--- src/rtl/exc_pkg.sv ---
// -----------------------------------------------------------------------------
// exc_pkg
// Shared types and constants for the exception sequencer:
//   - exc_state_e : sequencer FSM states
//   - CAUSE_*     : latched exception cause codes
//   - PCSRC_*     : PC-source mux selector values
//   - vec_addr()  : exception-vector address helper
// -----------------------------------------------------------------------------
package exc_pkg;

    typedef enum logic [2:0] {
        ST_IDLE     = 3'd0,
        ST_SAVE_EPC = 3'd1,
        ST_READ_VEC = 3'd2,
        ST_LOAD_PC  = 3'd3,
        ST_DONE     = 3'd4
    } exc_state_e;

    localparam logic [1:0] CAUSE_OPCODE = 2'd0;
    localparam logic [1:0] CAUSE_OVF    = 2'd1;
    localparam logic [1:0] CAUSE_DIV0   = 2'd2;

    localparam logic [2:0] PCSRC_ALU = 3'b000;
    localparam logic [2:0] PCSRC_VEC = 3'b110;

    // Vector table entries are one byte apart, so the cause is a plain byte offset.
    function automatic logic [31:0] vec_addr(input logic [31:0] base, input logic [1:0] cause);
        return base + {30'd0, cause};
    endfunction

endpackage

--- src/rtl/exc_sequencer_if.sv ---
// -----------------------------------------------------------------------------
// exc_sequencer_if
// Bundle between the exception sequencer and the processor datapath.
//   Exception events : exc_opcode, exc_ovf, exc_div0 (levels)
//   Memory           : mem_byte (read data), mem_read, mem_addr
//   Datapath control : exc_active, epc_write, alu_pc_minus4, pc_src_sel, pc_write
//   Status           : exc_cause, exc_done
// Modports: master = sequencer side, slave = datapath side.
// -----------------------------------------------------------------------------
interface exc_sequencer_if;

    logic        exc_opcode;
    logic        exc_ovf;
    logic        exc_div0;
    logic [7:0]  mem_byte;
    logic        exc_active;
    logic        epc_write;
    logic        alu_pc_minus4;
    logic        mem_read;
    logic [31:0] mem_addr;
    logic [2:0]  pc_src_sel;
    logic        pc_write;
    logic [1:0]  exc_cause;
    logic        exc_done;

    modport master (
        input  exc_opcode, exc_ovf, exc_div0, mem_byte,
        output exc_active, epc_write, alu_pc_minus4, mem_read, mem_addr,
               pc_src_sel, pc_write, exc_cause, exc_done
    );

    modport slave (
        output exc_opcode, exc_ovf, exc_div0, mem_byte,
        input  exc_active, epc_write, alu_pc_minus4, mem_read, mem_addr,
               pc_src_sel, pc_write, exc_cause, exc_done
    );

endinterface

--- src/rtl/exc_prio_enc.sv ---
// -----------------------------------------------------------------------------
// exc_prio_enc
// Combinational priority encoder for exception events: opcode > overflow > div0.
// Macro EXC_DIV0_EN: when defined, exc_div0 produces cause 2; otherwise the
// input is ignored and cause 2 is never produced.
//   exc_opcode, exc_ovf, exc_div0 : event levels
//   valid                         : some enabled event is present
//   cause                         : code of the highest-priority event
// -----------------------------------------------------------------------------
module exc_prio_enc
    import exc_pkg::*;
(
    input  logic       exc_opcode,
    input  logic       exc_ovf,
    input  logic       exc_div0,
    output logic       valid,
    output logic [1:0] cause
);

    // Fixed-priority selection of the pending event.
    always_comb begin
        valid = 1'b0;
        cause = CAUSE_OPCODE;
        if (exc_opcode) begin
            valid = 1'b1;
            cause = CAUSE_OPCODE;
        end else if (exc_ovf) begin
            valid = 1'b1;
            cause = CAUSE_OVF;
`ifdef EXC_DIV0_EN
        end else if (exc_div0) begin
            valid = 1'b1;
            cause = CAUSE_DIV0;
`endif
        end else begin
            valid = 1'b0;
            cause = CAUSE_OPCODE;
        end
    end

`ifndef EXC_DIV0_EN
    // Divide-by-zero is not handled in this build; the port stays for pin compatibility.
    logic unused_div0_s;
    assign unused_div0_s = exc_div0;
`endif

endmodule

--- src/rtl/exc_sequencer.sv ---
// -----------------------------------------------------------------------------
// exc_sequencer
// Multicycle exception sequencer. On an exception it saves PC-4 into EPC,
// reads the vector byte at VEC_BASE+cause and loads it into PC through the
// PC-source mux, then pulses exc_done for one cycle.
// Macro EXC_DIV0_EN enables divide-by-zero as cause 2 (see exc_prio_enc).
// Parameters: MEM_LAT (1..4) memory read latency, VEC_BASE vector base address.
// Ports:
//   clk   : rising-edge clock
//   reset : asynchronous active-low reset
//   bus   : exc_sequencer_if.master (events, memory strobes, datapath control)
// All outputs are registers or decodes of the state register only.
// -----------------------------------------------------------------------------
module exc_sequencer
    import exc_pkg::*;
#(
    parameter int unsigned MEM_LAT  = 32'd1,
    parameter logic [31:0] VEC_BASE = 32'd253
) (
    input  logic            clk,
    input  logic            reset,
    exc_sequencer_if.master bus
);

    // Counter value of the final READ_VEC cycle.
    localparam logic [1:0] LAT_LAST = 2'(MEM_LAT - 32'd1);

    exc_state_e  state_r;
    exc_state_e  state_nx_s;
    logic        enc_valid_s;
    logic [1:0]  enc_cause_s;
    logic [1:0]  cause_r;
    logic [1:0]  lat_cnt_r;
    logic        lat_last_s;
    logic [31:0] mem_addr_r;

    logic        exc_active_s;
    logic        epc_write_s;
    logic        alu_pc_minus4_s;
    logic        mem_read_s;
    logic        pc_write_s;
    logic [2:0]  pc_src_sel_s;
    logic        exc_done_s;

    exc_prio_enc u_prio_enc (
        .exc_opcode (bus.exc_opcode),
        .exc_ovf    (bus.exc_ovf),
        .exc_div0   (bus.exc_div0),
        .valid      (enc_valid_s),
        .cause      (enc_cause_s)
    );

    assign lat_last_s = (lat_cnt_r == LAT_LAST);

    // State register.
    always_ff @(posedge clk or negedge reset) begin
        if (!reset) begin
            state_r <= ST_IDLE;
        end else begin
            state_r <= state_nx_s;
        end
    end

    // Next-state logic; events are only looked at in IDLE.
    always_comb begin
        state_nx_s = ST_IDLE;
        case (state_r)
            ST_IDLE: begin
                if (enc_valid_s) begin
                    state_nx_s = ST_SAVE_EPC;
                end else begin
                    state_nx_s = ST_IDLE;
                end
            end
            ST_SAVE_EPC: state_nx_s = ST_READ_VEC;
            ST_READ_VEC: begin
                if (lat_last_s) begin
                    state_nx_s = ST_LOAD_PC;
                end else begin
                    state_nx_s = ST_READ_VEC;
                end
            end
            ST_LOAD_PC:  state_nx_s = ST_DONE;
            ST_DONE:     state_nx_s = ST_IDLE;
            default:     state_nx_s = ST_IDLE;
        endcase
    end

    // Output decode from state only.
    always_comb begin
        exc_active_s    = 1'b0;
        epc_write_s     = 1'b0;
        alu_pc_minus4_s = 1'b0;
        mem_read_s      = 1'b0;
        pc_write_s      = 1'b0;
        pc_src_sel_s    = PCSRC_ALU;
        exc_done_s      = 1'b0;
        case (state_r)
            ST_IDLE: begin
                exc_active_s = 1'b0;
            end
            ST_SAVE_EPC: begin
                exc_active_s    = 1'b1;
                epc_write_s     = 1'b1;
                alu_pc_minus4_s = 1'b1;
            end
            ST_READ_VEC: begin
                exc_active_s = 1'b1;
                mem_read_s   = 1'b1;
            end
            ST_LOAD_PC: begin
                exc_active_s = 1'b1;
                pc_write_s   = 1'b1;
                pc_src_sel_s = PCSRC_VEC;
            end
            ST_DONE: begin
                exc_done_s = 1'b1;
            end
            default: begin
                exc_active_s = 1'b0;
            end
        endcase
    end

    // Cause latch, read-latency counter and vector address register.
    // The address is loaded during SAVE_EPC so it is already stable in the
    // first READ_VEC cycle, and then held until the next sequence.
    always_ff @(posedge clk or negedge reset) begin
        if (!reset) begin
            cause_r    <= CAUSE_OPCODE;
            lat_cnt_r  <= 2'd0;
            mem_addr_r <= 32'd0;
        end else begin
            if ((state_r == ST_IDLE) && enc_valid_s) begin
                cause_r <= enc_cause_s;
            end
            if (state_r == ST_SAVE_EPC) begin
                mem_addr_r <= vec_addr(VEC_BASE, cause_r);
            end
            if ((state_r == ST_READ_VEC) && !lat_last_s) begin
                lat_cnt_r <= lat_cnt_r + 2'd1;
            end else begin
                lat_cnt_r <= 2'd0;
            end
        end
    end

    assign bus.exc_active    = exc_active_s;
    assign bus.epc_write     = epc_write_s;
    assign bus.alu_pc_minus4 = alu_pc_minus4_s;
    assign bus.mem_read      = mem_read_s;
    assign bus.mem_addr      = mem_addr_r;
    assign bus.pc_src_sel    = pc_src_sel_s;
    assign bus.pc_write      = pc_write_s;
    assign bus.exc_cause     = cause_r;
    assign bus.exc_done      = exc_done_s;

endmodule
--- src/flat_wrapper.sv ---
// flat-port wrapper written by rule: the top's interface ports become plain ports
module exc_sequencer_flat import exc_pkg::*;
#(
    parameter int unsigned MEM_LAT  = 32'd1,
    parameter logic [31:0] VEC_BASE = 32'd253
)
  (clk, reset, bus_exc_opcode, bus_exc_ovf, bus_exc_div0, bus_mem_byte, bus_exc_active, bus_epc_write, bus_alu_pc_minus4, bus_mem_read, bus_mem_addr, bus_pc_src_sel, bus_pc_write, bus_exc_cause, bus_exc_done);
  exc_sequencer_if bus_i ();
  input  logic clk;
  input  logic reset;
  input wire logic [$bits(bus_i.exc_opcode)-1:0] bus_exc_opcode;
  input wire logic [$bits(bus_i.exc_ovf)-1:0] bus_exc_ovf;
  input wire logic [$bits(bus_i.exc_div0)-1:0] bus_exc_div0;
  input wire logic [$bits(bus_i.mem_byte)-1:0] bus_mem_byte;
  output wire logic [$bits(bus_i.exc_active)-1:0] bus_exc_active;
  output wire logic [$bits(bus_i.epc_write)-1:0] bus_epc_write;
  output wire logic [$bits(bus_i.alu_pc_minus4)-1:0] bus_alu_pc_minus4;
  output wire logic [$bits(bus_i.mem_read)-1:0] bus_mem_read;
  output wire logic [$bits(bus_i.mem_addr)-1:0] bus_mem_addr;
  output wire logic [$bits(bus_i.pc_src_sel)-1:0] bus_pc_src_sel;
  output wire logic [$bits(bus_i.pc_write)-1:0] bus_pc_write;
  output wire logic [$bits(bus_i.exc_cause)-1:0] bus_exc_cause;
  output wire logic [$bits(bus_i.exc_done)-1:0] bus_exc_done;
  assign bus_i.exc_opcode = bus_exc_opcode;
  assign bus_i.exc_ovf = bus_exc_ovf;
  assign bus_i.exc_div0 = bus_exc_div0;
  assign bus_i.mem_byte = bus_mem_byte;
  assign bus_exc_active = bus_i.exc_active;
  assign bus_epc_write = bus_i.epc_write;
  assign bus_alu_pc_minus4 = bus_i.alu_pc_minus4;
  assign bus_mem_read = bus_i.mem_read;
  assign bus_mem_addr = bus_i.mem_addr;
  assign bus_pc_src_sel = bus_i.pc_src_sel;
  assign bus_pc_write = bus_i.pc_write;
  assign bus_exc_cause = bus_i.exc_cause;
  assign bus_exc_done = bus_i.exc_done;
  exc_sequencer #(.MEM_LAT(MEM_LAT), .VEC_BASE(VEC_BASE)) u_core (.clk(clk), .reset(reset), .bus(bus_i));
endmodule
--- config.mk ---
export PLATFORM = sky130hd
export DESIGN_NAME = exc_sequencer_flat
export DESIGN_NICKNAME = d
export VERILOG_FILES = /design/src/rtl/exc_pkg.sv /design/src/rtl/exc_sequencer_if.sv /design/src/rtl/exc_prio_enc.sv /design/src/rtl/exc_sequencer.sv /design/src/flat_wrapper.sv
export SDC_FILE = /design/constraint.sdc
export NUM_CORES = 1
export LEC_CHECK = 0
export BUFFER_PORTS_ARGS = -buffer_cell sky130_fd_sc_hd__buf_2
export CAP_MARGIN = 30
export CORE_MARGIN = 2
export CORE_UTILIZATION = 30
export CTS_BUF_LIST = sky130_fd_sc_hd__clkbuf_2
export DETAILED_ROUTE_END_ITERATION = 12
export GPL_TIMING_DRIVEN = 0
export PLACE_DENSITY = 0.73
export SLEW_MARGIN = 20
export SYNTH_ARGS = -nofsm -noshare
export SYNTH_HDL_FRONTEND = slang
export SYNTH_SLANG_ARGS = --single-unit
--- constraint.sdc ---
create_clock -name clk -period 2.9 [get_ports clk]
set_input_delay 0.58 -clock clk [delete_from_list [all_inputs] [get_ports clk]]
set_output_delay 0.58 -clock clk [all_outputs]
set_load 0.02 [all_outputs]
==> run_results.csv, run 1 <==
group,metric,value,unit
synth,syn_inst,71,
placement,dp_cells,144,
timing,drv_slew,0,
placement,dpl_cell_area,922.1,um^2
synth,syn_avg_cell_area,9.763,um^2
placement,io_buffers,20,
timing,whs,0.1559,ns
setup_path,crit_type,"register to output pin",
run,drv_cap,0,
setup_path,rrSetupSlack,1.63,ns
outcome,outcome,"completed",
setup_path,rr_worst_depth,3,
routing,drt-vias-per-instance,3.399,
timing,grt_setup_unrepaired,"false",
global_routing,busiest_layer,"met2",
global_routing,grt_max_degree,11,
cells_and_area,final_cell_area,942.2,um^2
timing,fin_tns_setup,0,ns
clock_network,clk_path_buf_depth,2,
floorplan,die-area,2711,um^2
global_routing,grt_pass1_wl,1.676,mm
clock_network,cts_sinks,9,
floorplan,die_x,52.07,um
clock_network,htreeDepth,1,
cells_and_area,postLayoutCoreUtil,43.00,%
cells_and_area,final_nets,135,
synth,synth_edf_count,0,
synth,ys_types,20,
timing,setup_violations,0,
routing,drt-wirelength-per-cell,7.243,um
global_routing,grt_pass1_vias,399,
floorplan,die_h,52.07,um
routing,drcViolationCount,0,
synth,yosysWarnings,0,
setup_path,critPathArrivalTime,1.37,ns
placement,dp_hpwl,884.8,um
cells_and_area,num_antenna_cells,0,
global_routing,grt.met2_usage,12.66,%
floorplan,core-area,2191,um^2
routing,ant_nets,0,
clock_network,clock_latency,0.25,ns
setup_path,crit_start,"u_core.state_r[1]$_DFF_PN0_",
setup_path,critPathLaunchType,"register",
timing,timing.final.ws_setup,0.9526,ns
cells_and_area,drive_above_1_share,53.33,%
global_routing,use_met1,10.44,%
clock_network,cts_tree,"yes",
clock_network,clk_pin_slew,0.09,ns
floorplan,num_rows,17,
global_routing,grt_overflow,0,
routing,drtIter0Drc,3,
cells_and_area,stdcell_count,148,
routing,vias,503,
clock_network,cts_hold_buf,0,
pwr,power.density,791.6,nW/um^2
clock_network,clock-root-buffer,"clkbuf_2",
setup_path,required,2.32,ns
timing,fin_crit_sh,67.15,%
routing,firstDrtPassIters,2,
setup_path,critical-path-max-stage-delay,0.37,ns
synth,synth-seq-area-share,32.49,%
setup_path,crit_fanout,10,
global_routing,grt_use_total,8.871,%
timing,hold_viol_final,0,
clock_network,ctsResizeCount,0,
pwr,total_power,0.7458,mW
synth,synth-seq-cells,9,
placement,place.gp.congestion,0.6744,
timing,timing.fmax,0.5135,GHz
floorplan,initial_core_util,31.64,%
setup_path,r2r-start,"u_core.state_r[1]$_DFF_PN0_",
pwr,vdd.ir_drop.worst,0.4680,mV
clock_network,postCtsSetupBuffers,0,
cells_and_area,area_growth,35.92,%
timing,finalCriticalPeriod,1.947,ns
clock_network,cts_buffers,3,
synth,synthFlopType,"dfrtp_1",
setup_path,cp_slowest_cell,"dfrtp_1",
setup_path,crit_path_cell_trace,"buf_4, nor3b_4, buf_4, buf_2",
synth,syn_area,693.2,um^2
floorplan,io_pins,56,
global_routing,antenna_found_initial,0,
timing,finClkSkew,0.002677,ns
setup_path,cp-end-kind,"output pin",
global_routing,grtUsageMet3,3.736,%
cells_and_area,nFillCells,230,
setup_path,crit_top_cell,"buf_4",
placement,preCtsSetupSlack,1.234,ns
hold_path,min_path_type,"input pin to async pin",
routing,wirelength,1.072,mm
pwr,leakagePower,0.5659,nW
setup_path,r2r-end,"u_core.bus.mem_addr[1]$_DFFE_PN0P_",
synth,async_reset_ff_share,100.0,%
per-layer routing:
metal  wire (um)  vias up  share of wire, %
met3         162        2                15
met4          12        0               1.1
met2         429       34                40
met1         467      203                44
met5           0        -                 0
li1            -      264                 -
cell usage after synthesis (2+ instances only):
library cell / instances / area (um^2)
nor3_1: 2 / 10.01
buf_4: 35 / 262.8
and3_1: 2 / 12.51
and3b_1: 2 / 17.52
buf_6: 2 / 22.52
dfrtp_1: 9 / 225.2
inv_1: 4 / 15.01
nor2_1: 3 / 11.26
kinds of logic (layout without fill, tap and decap cells):
kind of cell	after synthesis	after routing	synth area share [%]
adders and majority gates	1	1	1.805
muxes	2	2	3.069
buffers and inverters	41	65	43.32
and+or+nand+nor	14	14	14.98
DFF	9	9	32.49
other	1	26	0.5410
AOI/OAI and AO/OA	2	2	2.528
xor gates and xnor gates	1	1	1.264
power breakdown:
group	switching [mW]	total, mW	leakage (nW)	internal [mW]
Clock	0.0452	0.0818	0.0166	0.0366
Combinational	0.270	0.476	0.440	0.206
Sequential	0.0193	0.188	0.110	0.169
layout make-up:
cell class / count / area, um^2 / area share [%]
flip-flops and latches: 9 / 225.2 / 23.90
clock buffers: 4 / 20.02 / 2.125
inverters: 4 / 15.01 / 1.594
repair buffers: 20 / 100.1 / 10.62
well taps: 28 / 35.03 / 3.718
multi-input cells: 46 / 261.5 / 27.76
plain buffers: 37 / 285.3 / 30.28
cells in the final DEF, fill, tap and decap left out:
cell / n
buf_4: 35
conb_1: 26
buf_2: 20
dfrtp_1: 9
inv_1: 4
clkbuf_2: 4
nor2_1: 3
buf_6: 2
and3b_1: 2
nor3_1: 2
and3_1: 2
nor3b_4: 1
a2111oi_0: 1
nor3b_2: 1
xnor2_1: 1
and2_1: 1
nor4b_1: 1
a2bb2oi_1: 1
or2_2: 1
mux2_1: 1
mux2i_1: 1
ha_1: 1
critical path: cells and delay by family (launching register included):
family / cells / cell delay (ns)
and+or+nand+nor: 1 / 0.28
buffers and inverters: 3 / 0.47
DFF: 1 / 0.37
registers in the layout, summed over array words and instances (netlist names):
| signal | cells |
|---|---|
| u_core.lat_cnt_r | 2 |
| u_core.bus.mem_addr | 3 |
| u_core.state_r | 3 |
| u_core.bus.exc_cause | 1 |
how the worst max path moves through the flow:
stage                               end  slack, ns  cells after the start
after floorplan           bus_epc_write       1.24                      3
after global placement    bus_epc_write       1.26                      4
after detailed placement  bus_epc_write       1.23                      4
after CTS                 bus_epc_write       0.93                      4
after global routing      bus_epc_write       0.87                      4
final                     bus_epc_write       0.95                      4
Power figures use the tool's default switching activity.
==> run 2: changes to the inputs <==
--- a/config.mk
+++ b/config.mk
@@ -12,7 +12,7 @@
 export CTS_BUF_LIST = sky130_fd_sc_hd__clkbuf_2
 export DETAILED_ROUTE_END_ITERATION = 12
 export GPL_TIMING_DRIVEN = 0
-export PLACE_DENSITY = 0.73
+export PLACE_DENSITY = 0.76
 export SLEW_MARGIN = 20
 export SYNTH_ARGS = -nofsm -noshare
 export SYNTH_HDL_FRONTEND = slang
==> constraint.sdc (replaced) <==
create_clock -name clk -period 1.7 [get_ports clk]
set_input_delay 0.34 -clock clk [delete_from_list [all_inputs] [get_ports clk]]
set_output_delay 0.34 -clock clk [all_outputs]
set_load 0.02 [all_outputs]
==> run 2 against run 1 <==
  * Via count is 4.8% higher
  * Clock skew grew 0.0020 ns
  * Final cell count grew 1.4%
  * Sequential power increased by 71%
  * Sequential cell count unchanged
  * Wire length increased by 3.0%
  * Power rose by 73%
  * First-iteration DRC count grew to 4.3 times the previous value
  * Register-to-register slack worse by 1.2 ns
  * Die area unchanged
  * Critical path type unchanged
  * Largest cell class unchanged
  * Largest power group unchanged
  * Highest routed layer unchanged
==> run_results.csv, run 2 (same netlist as run 1, synthesis figures left out) <==
group,metric,value,unit
timing,timing.fmax,0.6221,GHz
clock_network,clk_pin_slew,0.08,ns
cells_and_area,area_growth,38.45,%
cells_and_area,drive_above_1_share,53.28,%
placement,dp_cells,144,
clock_network,clock-root-buffer,"clkbuf_2",
routing,vias,527,
clock_network,clk_path_buf_depth,2,
setup_path,crit_type,"register to output pin",
setup_path,crit_path_cell_trace,"buf_6, and3b_1, buf_4, buf_2",
setup_path,critPathLaunchType,"register",
routing,drt-vias-per-instance,3.513,
clock_network,cts_sinks,9,
timing,finClkSkew,0.004693,ns
hold_path,min_path_cells,2,
floorplan,die_h,52.07,um
setup_path,crit_fanout,10,
cells_and_area,stdcell_count,150,
timing,fin_tns_setup,0,ns
floorplan,die_x,52.07,um
clock_network,cts_tree,"yes",
timing,drv_slew,0,
global_routing,grt_pass1_wl,1.600,mm
placement,dp_hpwl,946.3,um
cells_and_area,layout_common_cells,"36 x buf_4, 26 x conb_1, 20 x buf_2",
routing,wirelength,1.104,mm
cells_and_area,final_nets,137,
placement,preCtsSetupSlack,0.2810,ns
global_routing,grt_max_degree,11,
timing,setup_violations,0,
cells_and_area,final_cell_area,959.7,um^2
floorplan,io_pins,56,
pwr,power.density,1342,nW/um^2
hold_path,hold_end,"u_core.bus.exc_cause[0]$_DFFE_PN0P_",
floorplan,die-area,2711,um^2
hold_path,min_path_type,"input pin to register",
timing,hold_viol_final,0,
floorplan,num_rows,17,
setup_path,cp-end-kind,"output pin",
timing,timing.final.ws_setup,0.09243,ns
timing,finalCriticalPeriod,1.608,ns
setup_path,r2r-start,"u_core.state_r[1]$_DFF_PN0_",
run,drv_cap,0,
floorplan,core-area,2191,um^2
routing,firstDrtPassIters,4,
setup_path,critPathArrivalTime,1.27,ns
clock_network,cts_buffers,3,
placement,io_buffers,20,
clock_network,htreeDepth,1,
placement,dpl_cell_area,922.1,um^2
global_routing,grt_overflow,0,
setup_path,required,1.36,ns
outcome,outcome,"completed",
cells_and_area,num_antenna_cells,0,
clock_network,clock_latency,0.24,ns
setup_path,rrSetupSlack,0.39,ns
timing,grt_setup_unrepaired,"false",
routing,drtIter0Drc,13,
clock_network,ctsResizeCount,0,
setup_path,critical-path-max-stage-delay,0.38,ns
setup_path,cp_slowest_cell,"dfrtp_1",
routing,drt-wirelength-per-cell,7.360,um
global_routing,grt_pass1_vias,406,
global_routing,grt_use_total,8.268,%
cells_and_area,final_common_cell,"buf_4",
pwr,vdd.ir_drop.worst,0.8466,mV
global_routing,antenna_found_initial,0,
setup_path,rr_worst_depth,4,
placement,place.gp.congestion,0.7093,
routing,drcViolationCount,0,
setup_path,r2r-end,"u_core.bus.mem_addr[1]$_DFFE_PN0P_",
floorplan,initial_core_util,31.64,%
hold_path,min_from,"bus_exc_opcode",
pwr,leakagePower,0.5752,nW
timing,whs,0.2864,ns
timing,fin_crit_sh,94.56,%
routing,ant_nets,0,
-- run 2: cell types whose count changed in the layout (fill, tap and decap cells not counted), sizes merged --
cell	change
buf	+1
dlygate4sd3	+1
-- run 2: layer usage --
layer	global-route usage [%]	routed length, um	up-vias
met2	12.45	482	42
met1	9.912	457	216
met4	5.263	3	0
li1	-	-	267
met3	2.874	160	2
met5	0	0	-
-- run 2: worst max-delay path by stage --
stage,startpoint,end,slack (ns),depth (start not counted)
2_1_floorplan,u_core.state_r[2]$_DFF_PN0_,bus_epc_write,0.28,3
3_3_place_gp,u_core.state_r[2]$_DFF_PN0_,bus_epc_write,0.29,4
3_5_place_dp,u_core.state_r[2]$_DFF_PN0_,bus_epc_write,0.28,4
4_1_cts,u_core.state_r[2]$_DFF_PN0_,bus_pc_src_sel[1],0.06,4
5_1_grt,u_core.state_r[1]$_DFF_PN0_,bus_epc_write,0.009,4
6_report,u_core.state_r[2]$_DFF_PN0_,bus_pc_src_sel[1],0.09,4
-- run 2: layout make-up --
type                    count  area [um^2]
well taps                  28        35.03
clock buffers               4        20.02
multi-input cells          46        261.5
repair buffers             22        117.6
flip-flops and latches      9        225.2
fillers                   221         1231
plain buffers              37        285.3
inverters                   4        15.01
-- run 2: where the power goes --
| group | switching [mW] | internal [mW] | leakage [nW] |
|---|---|---|---|
| Clock | 0.0704 | 0.0626 | 0.0166 |
| Combinational | 0.464 | 0.368 | 0.449 |
| Sequential | 0.0348 | 0.288 | 0.110 |
| Total | 0.569 | 0.718 | 0.575 |
-- run 2: worst max-delay path: cells and delay by family (launching register included) --
family,cells,cell delay (ns)
buffers and inverters,3,0.41
AND/OR/NAND/NOR,1,0.25
flip-flops,1,0.38
-- run 2: repair_timing --
item                       4_1_cts  5_1_grt
pin swaps                        1        1
hold buffers                     1        0
setup buffers                    1        0
gates cloned                     0        0
setup endpoints to repair        1        1
hold endpoints to repair         9        0
-- run 2: stage by stage --
stage / utilization, % / power (mW)
after floorplan: - / 0.9639
after global placement: 42.09 / 1.120
after detailed placement: 42.09 / 1.147
after CTS: 43.80 / 1.304
after global routing: 43.80 / 1.376
final: 43.80 / 1.288
